`src/rtl/stepper_sequencer.sv`:
```
// Stepper motor move sequencer: accepts move commands and steps a 3-bit phase through the coil patterns, tracking absolute position.
// Latency: the first step lands `period` cycles after the acceptance edge; done pulses the cycle after the last step, abort or zero-length move.
// Backpressure: cmd_ready is high only in IDLE with enable=1 and a legal step_mode. Optional STEPPER_IDLE_OFF_EN de-energizes coils after IDLE_CYCLES idle cycles.
module stepper_sequencer #(
   parameter int DIV_W       = 16,
   parameter int CNT_W       = 16,
   parameter int POS_W       = 24,
   parameter int IDLE_CYCLES = 1000000
) (
   input  logic             clk,
   input  logic             rst,
   input  logic             enable,
   input  logic [1:0]       step_mode,
   input  logic             cmd_valid,
   output logic             cmd_ready,
   input  logic             cmd_dir,
   input  logic [CNT_W-1:0] cmd_steps,
   input  logic [DIV_W-1:0] period,
   input  logic             abort,
   output logic [3:0]       coils,
   output logic             busy,
   output logic             done,
   output logic [POS_W-1:0] position
);

   typedef enum logic {
      IDLE = 1'b0,
      RUN  = 1'b1
   } state_t;

   state_t           state;
   logic [2:0]       phase;
   logic [POS_W-1:0] pos_q;
   logic [DIV_W-1:0] div_cnt;
   logic [DIV_W-1:0] per_q;
   logic [CNT_W-1:0] remaining;
   logic             dir_q;
   logic [1:0]       mode_q;
   logic             busy_q;
   logic             done_q;
   logic             accept;
   logic             tick;
   logic             idle_off;

   // Phase advance for one step: full step settles on odd phases, wave drive on even ones.
   function automatic logic [2:0] next_phase(input logic [2:0] ph, input logic [1:0] mode, input logic dir);
      logic [2:0] inc;
      case (mode)
         2'b00:   inc = ph[0] ? 3'd2 : 3'd1;
         2'b10:   inc = ph[0] ? 3'd1 : 3'd2;
         default: inc = 3'd1;
      endcase
      return dir ? (ph + inc) : (ph - inc);
   endfunction

   // Phase to coil drive pattern.
   function automatic logic [3:0] phase_pattern(input logic [2:0] ph);
      logic [3:0] pat;
      case (ph)
         3'd0:    pat = 4'b1000;
         3'd1:    pat = 4'b1100;
         3'd2:    pat = 4'b0100;
         3'd3:    pat = 4'b0110;
         3'd4:    pat = 4'b0010;
         3'd5:    pat = 4'b0011;
         3'd6:    pat = 4'b0001;
         default: pat = 4'b1001;
      endcase
      return pat;
   endfunction

   assign cmd_ready = !rst && enable && (state == IDLE) && (step_mode != 2'b11);
   assign accept    = cmd_valid && cmd_ready;
   // Divider restarts at 1 on acceptance, so the tick falls exactly per_q edges later.
   assign tick      = (div_cnt == per_q);

   // Move FSM with divider, step counter, phase and position.
   always_ff @(posedge clk) begin
      if (rst) begin
         state     <= IDLE;
         phase     <= 3'd0;
         pos_q     <= '0;
         div_cnt   <= '0;
         per_q     <= '0;
         remaining <= '0;
         dir_q     <= 1'b0;
         mode_q    <= 2'b00;
         busy_q    <= 1'b0;
         done_q    <= 1'b0;
      end else begin
         done_q <= 1'b0;
         case (state)
            IDLE: begin
               if (accept) begin
                  dir_q     <= cmd_dir;
                  mode_q    <= step_mode;
                  per_q     <= (period == '0) ? DIV_W'(1) : period;
                  remaining <= cmd_steps;
                  div_cnt   <= DIV_W'(1);
                  if (cmd_steps == '0) begin
                     done_q <= 1'b1;
                  end else begin
                     state  <= RUN;
                     busy_q <= 1'b1;
                  end
               end
            end
            RUN: begin
               if (!enable) begin
                  // Disable drops the move silently; phase and position are kept.
                  state  <= IDLE;
                  busy_q <= 1'b0;
               end else if (abort) begin
                  // Abort beats a coincident tick: no step is taken.
                  state  <= IDLE;
                  busy_q <= 1'b0;
                  done_q <= 1'b1;
               end else if (tick) begin
                  phase     <= next_phase(phase, mode_q, dir_q);
                  pos_q     <= dir_q ? (pos_q + POS_W'(1)) : (pos_q - POS_W'(1));
                  remaining <= remaining - CNT_W'(1);
                  div_cnt   <= DIV_W'(1);
                  if (remaining == CNT_W'(1)) begin
                     state  <= IDLE;
                     busy_q <= 1'b0;
                     done_q <= 1'b1;
                  end
               end else begin
                  div_cnt <= div_cnt + DIV_W'(1);
               end
            end
            default: state <= IDLE;
         endcase
      end
   end

`ifdef STEPPER_IDLE_OFF_EN
   localparam int TMR_W = (IDLE_CYCLES < 1) ? 1 : $clog2(IDLE_CYCLES + 1);
   localparam logic [TMR_W-1:0] TMR_MAX = TMR_W'(IDLE_CYCLES);

   logic [TMR_W-1:0] idle_tmr;

   // Count consecutive IDLE cycles, saturating; acceptance or a move restarts it.
   always_ff @(posedge clk) begin
      if (rst) begin
         idle_tmr <= '0;
      end else if (accept || (state == RUN)) begin
         idle_tmr <= '0;
      end else if (idle_tmr != TMR_MAX) begin
         idle_tmr <= idle_tmr + TMR_W'(1);
      end
   end

   assign idle_off = (state == IDLE) && (idle_tmr == TMR_MAX);
`else
   logic unused_idle_cycles;
   assign unused_idle_cycles = ^IDLE_CYCLES;
   assign idle_off = 1'b0;
`endif

   assign coils    = (enable && !rst && !idle_off) ? phase_pattern(phase) : 4'b0000;
   assign busy     = busy_q;
   assign done     = done_q;
   assign position = pos_q;

endmodule

```
`config.mk`:
```
export PLATFORM = sky130hd
export DESIGN_NAME = stepper_sequencer
export DESIGN_NICKNAME = d
export VERILOG_FILES = /design/src/rtl/stepper_sequencer.sv
export SDC_FILE = /design/constraint.sdc
export NUM_CORES = 1
export LEC_CHECK = 0
export ABC_AREA = 1
export BUFFER_PORTS_ARGS = -buffer_cell sky130_fd_sc_hd__buf_4
export CAP_MARGIN = 20
export CORE_MARGIN = 1.5
export CORE_UTILIZATION = 64
export CTS_CLUSTER_SIZE = 25
export DETAILED_ROUTE_END_ITERATION = 8
export HOLD_SLACK_MARGIN = 0.12
export MAX_ROUTING_LAYER = met4
export PLACE_DENSITY = 0.89
export SETUP_SLACK_MARGIN = 0.02
export SYNTH_ARGS = -nofsm -noshare
export SYNTH_HDL_FRONTEND = slang
export SYNTH_SLANG_ARGS = --single-unit
export TNS_END_PERCENT = 30
```
`constraint.sdc`:
```
create_clock -name clk -period 6.6 [get_ports clk]
set_clock_uncertainty 0.1 [all_clocks]
set_input_delay 0.66 -clock clk [delete_from_list [all_inputs] [get_ports clk]]
set_output_delay 0.66 -clock clk [all_outputs]
set_load 0.02 [all_outputs]
```
# --- Word-level counts from Yosys, hierarchy flattened ---
# Index checks and enable logic that the tools add are counted.
# Widths: inputs -> output; s select.
classes:
  n_bitwise: 2
  addsub: 6
  eq_ne: 17
  n_mux: 44
  reduce_logical: 14
ops:
  columns: ["cell", "n"]
  rows:
  - ["$mux 16", 9]
  - ["$pmux 16 s2", 2]
  - ["$logic_not 16->1", 2]
  - ["$pmux 4 s7", 1]
  - ["$add 24x1->24 const B", 1]
  - ["$mux 24", 1]
  - ["$sub 24x1->24 const B", 1]
  - ["$mux 1", 18]
  - ["$mux 3", 6]
  - ["$add 16x1->16 const B", 1]
  - ["$eq 16x1->1 const B", 1]
  - ["$eq 16x16->1", 1]
  - ["$sub 16x1->16 const B", 1]
  - ["$reduce_and 4->1", 3]
  - ["$ne 2x2->1 const B", 5]
  - ["$eq 3x3->1 const B", 3]
  - ["$ne 4x3->1 const B", 2]
  - ["$eq 3x2->1 const B", 2]
  - ["$pmux 1 s2", 3]
  - ["$logic_and 1x1->1", 4]
  - ["$mux 2", 2]
  - ["$mux 4", 1]
  - ["$pmux 2 s2", 1]
  - ["$add 3x3->3", 1]
  - ["10 further kinds", 11]
word_totals:
  output_inout_bits: 31
  register_bits: 81

# --- Logic depth before layout (Yosys ltp) ---
# Gate-level depths: netlist of run 1.
depth:
  ltp_word: 9
  depth_mapped: 14

# --- Least setup slack after synthesis of run 1 ---
# OpenSTA, ideal clock, no wires.
synth_path:
  path_kind: "reg-to-reg"
  start: "register phase[0]"
  end: "register phase[2]"
  setup_slack_ns: 4.436
  period_less_slack_ns: 2.164
  n_path_buf: 0
  stages_incl_launch_ff: 12
  t_arrival_ns: 1.952
  t_required_ns: 6.387
  cell_sequence: "dfxtp_1 nor2_1 nor3_1 inv_1 ha_1 o21ai_0 fa_1 xor2_1 nor2_1 nand2_1 nand2_1 nor2_1"
synth_between:
  elab_chain_cells: 9
  word_cells_on_any_way: 11
synth_lines:
  columns: ["element", "line_no", "text"]
  rows:
  - ["start, declared", "32", "logic [2:0] phase;"]
  - ["start signal, assigned", "119", "phase <= next_phase(phase, mode_q, dir_q);"]
  - ["$mux 2, on equally long branches", "50, 49", null]
  - ["$pmux 2 s2", "48", "case (mode)"]
  - ["$mux 3", "118", "end else if (tick) begin"]
  - ["$mux 3", "113", "end else if (abort) begin"]
  - ["$mux 3", "109", "if (!enable) begin"]
  - ["$mux 3", "92", "case (state)"]
  - ["$mux 3", "79", "if (rst) begin"]
  - ["$sub 3x3->3 / $add 3x3->3 (equally long branches)", "53", "return dir ? (ph + inc) : (ph - inc);"]
  - ["$mux 3 *", "53", null]
# Mark *: on every way between the ends. The rest lies on a longest branch, timed or not. The select of a mux whose other input is x is not followed.
# A chain may end at the register's enable or synchronous reset.

# --- Worst setup path after layout of run 1 ---
layout_path:
  start: "register dir_q"
  end: "register pos_q[21], in the netlist position[21]"
layout_between:
  elab_chain_cells: 1
layout_lines:
  columns: ["element", "line_no", "text"]
  rows:
  - ["start, declared", "37", "logic dir_q;"]
  - ["start signal, assigned", "95", "dir_q <= cmd_dir;"]
  - ["$mux 24", "120", "pos_q <= dir_q ? (pos_q + POS_W'(1)) : (pos_q - POS_W'(1));"]
  - ["end signal, assigned", "120", null]
  - ["end, declared", "33", "logic [POS_W-1:0] pos_q;"]
# No other way between the ends.

==> results of run 1 <==
cells by family (layout without fill, tap and decap cells):
group | after synthesis | count (layout)
simple gates | 585 | 585
buf+inv | 179 | 243
compound gates | 115 | 115
flops | 81 | 81
fa+ha+maj | 29 | 29
xor+xnor | 15 | 15
layer usage:
layer,global-route usage,wire length [µm],vias up
li1,-,-,3294
met1,0.3761,6638,2911
met2,0.5704,7714,178
met3,0.03203,765,38
met4,0.1528,439,0
met5,-,0,-
power by group through the flow:
stage                     registers [µW]  logic, µW  clock network, µW
after detailed placement             520        230                  0
after floorplan                      519        170                  0
after global routing                 510        265                415
after CTS                            508        232                395
final                                509        237                391
after global placement               519        227                  0
area by class of cell:
class,instances,area [µm²]
clock buffer,9,123.9
tap,111,138.9
sequential,81,1622
timing repair buffer,72,560.5
inverter,155,583.1
fill,799,2396
multi-input combinational,744,3651
clock inverter,7,77.57
placed cells by master, fill, tap and decap left out, types with 2 or more instances in the layout:
cell | Yosys | routed
o21bai_1 | 3 | 3
clkinv_2 | 1 | 3
inv_6 | 0 | 2
o22ai_1 | 2 | 2
nand4_1 | 20 | 20
clkbuf_8 | 0 | 9
nand3b_1 | 4 | 4
xor2_1 | 14 | 14
and2_1 | 2 | 2
nor2_2 | 3 | 3
a21oi_1 | 57 | 57
nand2_8 | 2 | 2
ha_1 | 27 | 27
inv_1 | 148 | 148
nand2_4 | 3 | 3
nor2_1 | 147 | 147
inv_2 | 6 | 6
nand2_1 | 304 | 304
nor4_1 | 6 | 6
fa_1 | 2 | 2
buf_4 | 2 | 71
nor2_4 | 4 | 4
nand3_1 | 60 | 60
o21ai_0 | 29 | 29
nand2_2 | 2 | 2
dfxtp_1 | 81 | 81
nor3_1 | 25 | 25
a211oi_1 | 13 | 13
o21ai_1 | 9 | 9
worst paths after layout:
path	to	from	depth (start not counted)	slack (ps)
max reg2reg	position[21]	dir_q	11	3830
min	mode_q[0]	mode_q[0]	2	380
min reg2reg	mode_q[0]	mode_q[0]	2	380
max	position[21]	dir_q	11	3830
worst min-delay path, stage by stage, from the launching register on:
cell and delay (ps):
dfxtp_1 330, nand2_1 60, a21oi_1 60
flip-flops by register name, indices dropped and copies added (netlist names):
name       count
mode_q         2
per_q         16
busy           1
phase          3
state          1
div_cnt       16
done           1
dir_q          1
remaining     16
position      24
synth_stat cells (9+ instances only):
library cell,n
clkbuf_1,9
a211oi_1,13
nand2_1,304
o21ai_0,29
nand3_1,60
nor2_1,147
dfxtp_1,81
xor2_1,14
nand4_1,20
inv_1,148
o21ai_1,9
nor3_1,25
a21oi_1,57
ha_1,27
stage by stage:
step | cell area, µm² | hold WS (ps) | worst slack, ps | util
finish | 6756 | 381.3 | 3827 | 0.7382
global route | 6756 | 413.2 | 3650 | 0.7382
CTS | 6729 | 378.0 | 3883 | 0.7352
detailed placement | 6528 | 362.1 | 3711 | 0.7132
global placement | 6528 | 357.2 | 3828 | 0.7132
floorplan | 6012 | 346.0 | 4436 | -
==> results.sh, run 1 <==
export IMPL_status="finished clean"
export IMPL_pin_count=71
export IMPL_setup_viol=0
export IMPL_netlist_area_um2=6012
export IMPL_drt_iter0_drc=256
export IMPL_cts_sinks=81
export IMPL_finalNetCount=1132
export IMPL_initial_utilization=0.6569
export IMPL_cts_tree="yes"
export IMPL_p_per_area_nw_per_um2=168.2
export IMPL_total_power_uw=1137
export IMPL_wirelength_um=15560
export IMPL_cts_root_buf="clkbuf_8"
export IMPL_area_delta_synth_final_pct=12.38
export IMPL_dieArea_um2=9984
export IMPL_final_cells=1179
export IMPL_synth_seq_cells=81
export IMPL_dieHeight_um=99.92
export IMPL_antenna_found_initial=0
export IMPL_switching_share=0.3296
export IMPL_synth_top_family_by_area="simple AND/OR/NAND/NOR gates"
export IMPL_end_kind="flip-flop"
export IMPL_required_ps=6780
export IMPL_ir_drop_v=0.0001079
export IMPL_cts_resized=0
export IMPL_grt_pass1_vias=5853
export IMPL_yosysUniqueCellTypes=38
export IMPL_postCtsSetupBuffers=0
export IMPL_diodes=0
export IMPL_slowest_stage="ha_1"
export IMPL_synth_top_cell_by_area="dfxtp_1"
export IMPL_avgSynthCellArea_um2=5.988
export IMPL_rsz0062_at_grt="no"
export IMPL_min_path_type="reg2reg"
export IMPL_drive_above_1_share=0.1039
export IMPL_worstSetupStartpointType="flip-flop"
export IMPL_critPathTopFamily="simple AND/OR/NAND/NOR gates"
export IMPL_clk_latency_ps=380
export IMPL_grt_max_degree=40
export IMPL_synth_compound_area_frac=0.1034
export IMPL_synth_seq_area_share=0.2697
export IMPL_htree_levels=3
export IMPL_ys_warn_count=0
export IMPL_netlist_instances=1004
export IMPL_synth_adder_area_share=0.06285
export IMPL_path_max_fanout=24
export IMPL_synthArstFlopShare=0
export IMPL_critPathMaxStageDelay_ps=570
export IMPL_relSlewSlack=0.3923
export IMPL_vias=6421
export IMPL_path_buf_inv=2
export IMPL_numCtsBuffers=9
export IMPL_criticalPathCategory="reg2reg"
export IMPL_dp_cells=1162
export IMPL_p_leak_uw=0.003385
export IMPL_netSwitchingPower_uw=374.7
export IMPL_worst_pin_slew_ps=910.5
export IMPL_clock_path_buffers=2
export IMPL_synth_edf_count=0
export IMPL_routedWlPerCell_um=13.20
export IMPL_die_x_um=99.92
export IMPL_synthMuxAreaShare=0
export IMPL_grt_pass1_wl_um=25610
export IMPL_synth_main_ff_cell="dfxtp_1"
export IMPL_ant_nets=0
export IMPL_grtUsageTotal=0.3261
export IMPL_maxSlewViolCount=0
export IMPL_cp_arrival_ps=2950
export IMPL_ys_top_cells_by_area="dfxtp_1, nand2_1, inv_1"
export IMPL_fin_crit_sh=0.4201
export IMPL_routabilityCongestion=1.036
export IMPL_p_int_uw=762.0
export IMPL_portBuffers=70
export IMPL_period_needed_ps=2773
export IMPL_holdBufCountCts=0
export IMPL_core_area_um2=9153
export IMPL_synth_top_area_share=0.2697
export IMPL_rows=35
export IMPL_firstDrtPassIters=6
export IMPL_p_clk_frac=0.344
export IMPL_cp_cell_sequence="inv_1 > ha_1 > nand2_1 > nor2_1 > nand2_1 > nor2_1 > o21ai_0 > nand4_1 > nand3_1 > nand2_1 > inv_1"
export IMPL_viasPerCell=5.446
export IMPL_seqPwrFrac=0.448
export IMPL_clkTransAtPathRegs_ps=100
export IMPL_fmax_mhz=360.7
export IMPL_power_frac_comb=0.209
export IMPL_hpwl_um=11410
export IMPL_syn_num_nets=1073
export IMPL_synth_simple_area_share=0.4191
export IMPL_cap_violations=0
export IMPL_drc=0
export IMPL_setup_tns_ps=0
export IMPL_synth_xor_area_share=0.02185
export IMPL_hold_viol=0
export IMPL_grt_overflow=0
export IMPL_cpMostUsedCell="nand2_1"
Note: power is estimated with default switching activity, not from simulation.
==> run 2, diff against run 1 <==
Settings changed: ABC_AREA 1 to 0, CORE_UTILIZATION 64 to 52, PLACE_DENSITY 0.89 to 0.79.
Clock period 6.6 ns to 2.5 ns, I/O delays scaled along.
==> run 2 against run 1 <==
Compared with the run above:
- the run now ends with negative setup slack left
- register-to-register slack worse by 3900 ps
- first-iteration DRC count rose by 40%
- fmax rose by 5.7%
- synthesized cell count fell by 35%
- combinational power rose to 2.7 times the previous value
- clock power grew to 3.0 times the previous value
- final area up 4.8%
- largest cell class unchanged
==> results.sh, run 2 <==
export IMPL_critPathMaxStageDelay_ps=400
export IMPL_ant_nets=0
export IMPL_synth_seq_area_share=0.3212
export IMPL_layout_common_cells="buf_4, nand2_1, dfxtp_1, a21oi_1, nor2_1"
export IMPL_r2r_end="position[17]"
export IMPL_synth_edf_count=0
export IMPL_firstDrtPassIters=7
export IMPL_synth_top_area_share=0.3212
export IMPL_clk_latency_ps=380
export IMPL_status="finished with violations"
export IMPL_clock_path_buffers=2
export IMPL_fin_crit_sh=1.049
export IMPL_reg2reg_from="dir_q"
export IMPL_largest_reg_flops=24
export IMPL_netlist_area_um2=5049
export IMPL_ys_top_cells_by_area="dfxtp_1, nand2_1, a21oi_1"
export IMPL_routabilityCongestion=0.8653
export IMPL_drc=0
export IMPL_htree_levels=3
export IMPL_portBuffers=70
export IMPL_setup_viol=7
export IMPL_cts_tree="yes"
export IMPL_place_ws_ps=-231.6
export IMPL_num_fill_cells=623
export IMPL_cap_violations=0
export IMPL_layout_commonest_cell="buf_4"
export IMPL_multi_input_area_um2=3637
export IMPL_ir_drop_v=0.0003704
export IMPL_routedWlPerCell_um=17.03
export IMPL_worstSetupStartpointType="flip-flop"
export IMPL_drt_iter0_drc=359
export IMPL_relSlewSlack=0.4008
export IMPL_dp_cells=889
export IMPL_final_cells=938
export IMPL_avgSynthCellArea_um2=7.696
export IMPL_cp_cell_sequence="clkinvlp_4 > buf_12 > buf_6 > ha_2 > nand2_1 > o21ai_0 > a21oi_2 > o31ai_2 > buf_4 > a31oi_2 > or4_1 > nand3_1"
export IMPL_synth_main_ff_cell="dfxtp_1"
export IMPL_wirelength_um=15970
export IMPL_timing_final_ws_setup_ps=-122.1
export IMPL_numCtsBuffers=9
export IMPL_grt_max_degree=87
export IMPL_synth_seq_cells=81
export IMPL_end_kind="flip-flop"
export IMPL_synth_top_cell_by_area="dfxtp_1"
export IMPL_synth_most_common_cell="nand2_1"
export IMPL_r2r_slack_ps=-120
export IMPL_drive_above_1_share=0.2794
export IMPL_vias=5641
export IMPL_fmax_mhz=381.4
export IMPL_path_max_fanout=7
export IMPL_yosys_top_cells_count="nand2_1, dfxtp_1, a21oi_1"
export IMPL_die_x_um=101.5
export IMPL_finalNetCount=873
export IMPL_required_ps=2710
export IMPL_p_per_area_nw_per_um2=444.2
export IMPL_slowest_stage="or4_1"
export IMPL_utilization=0.7588
export IMPL_area_delta_synth_final_pct=40.20
export IMPL_ys_warn_count=0
export IMPL_seqCellArea_um2=1625
export IMPL_initial_utilization=0.5412
export IMPL_cts_root_buf="clkbuf_8"
export IMPL_dieArea_um2=10310
export IMPL_worst_pin_slew_ps=898.7
export IMPL_grt_overflow=0
export IMPL_criticalPathCategory="reg2reg"
export IMPL_setup_tns_ps=-627.8
export IMPL_clkTransAtPathRegs_ps=100
export IMPL_maxSlewViolCount=0
export IMPL_netlist_instances=656
export IMPL_dieHeight_um=101.5
export IMPL_grt_pass1_wl_um=24780
export IMPL_cp_arrival_ps=2830
export IMPL_core_area_um2=9328
export IMPL_grtUsageTotal=0.3074
export IMPL_synthArstFlopShare=0
export IMPL_antenna_found_initial=0
export IMPL_hpwl_um=9905
export IMPL_rsz0062_at_grt="yes"
export IMPL_yosysUniqueCellTypes=57
export IMPL_ff2ff_path_depth=12
export IMPL_p_leak_uw=0.002832
export IMPL_grt_pass1_vias=5299
export IMPL_syn_num_nets=725
export IMPL_viasPerCell=6.014
export IMPL_pin_count=71
export IMPL_hold_viol=0
export IMPL_cts_sinks=81
export IMPL_period_needed_ps=2622
export IMPL_worstSetupEndpoint="position[17]"
export IMPL_violations="negative setup slack"
export IMPL_min_path_type="in2reg"
export IMPL_diodes=0
export IMPL_rows=35
export IMPL_critPathLaunch="dir_q"
-- run 2: what timing repair did --
action	4_1_cts	5_1_grt
resized for setup	30	42
setup endpoints to repair	13	20
cloned	0	0
pin swaps	20	28
hold buffers	21	0
endpoints found under the hold margin	21	0
buffers inserted	10	4
-- run 2: per-layer routing --
metal  part of all wire  GRT usage  wire length (µm)
met3              0.067    0.03796              1074
met1               0.42     0.3837              6731
met4              0.025     0.1239               402
met5                  0          -                 0
met2               0.49     0.5036              7762
-- run 2: logic make-up after synthesis --
family,Yosys count,share of synthesized area
AO/OA/AOI/OAI,175,0.2176
XOR/XNOR,46,0.07980
adder cells (fa/ha/maj),29,0.07484
buffers and inverters,48,0.03817
flip-flops,81,0.3212
multiplexers,3,0.006443
AND/OR/NAND/NOR,274,0.2620
-- run 2: worst min-delay path by stage --
stage	from	to	slack, ps	cells after the start
3_3_place_gp	mode_q[0]	mode_q[0]	350	2
6_report	cmd_steps[12]	remaining[12]	150	3
5_1_grt	cmd_steps[12]	remaining[12]	170	3
3_5_place_dp	per_q[3]	per_q[3]	360	2
4_1_cts	period[0]	per_q[0]	150	3
2_1_floorplan	step_mode[0]	mode_q[0]	290	2
-- run 2: cell type report --
class                           count  area share
Multi-Input combinational cell    527      0.5139
Timing Repair Buffer              170      0.1927
Inverter                           15    0.008485
Clock inverter                      7     0.01503
Tap cell                          129     0.02280
Clock buffer                        9     0.01750
Sequential cell                    81      0.2296
-- run 2: per-stage QoR --
step	hold slack (ps)	instance area, µm²	power (µW)
2_1_floorplan	286.0	5049	1680
3_3_place_gp	347.2	6107	1875
3_5_place_dp	360.1	6107	1888
4_1_cts	152.0	6817	3088
5_1_grt	169.3	7078	3246
6_report	150.6	7078	3144
-- run 2: report_power, final --
| part | switching (µW) | total, µW | internal [µW] |
|---|---|---|---|
| registers | 24.9 | 1340 | 1320 |
| logic | 338 | 646 | 308 |
| clock network | 575 | 1160 | 583 |
-- run 2: critical path, delay by kind of cell (launching register included) --
family,cells,cell delay [ps]
compound gates,4,550
fa+ha+maj,1,390
buf+inv,4,600
flops,1,360
simple gates,3,560
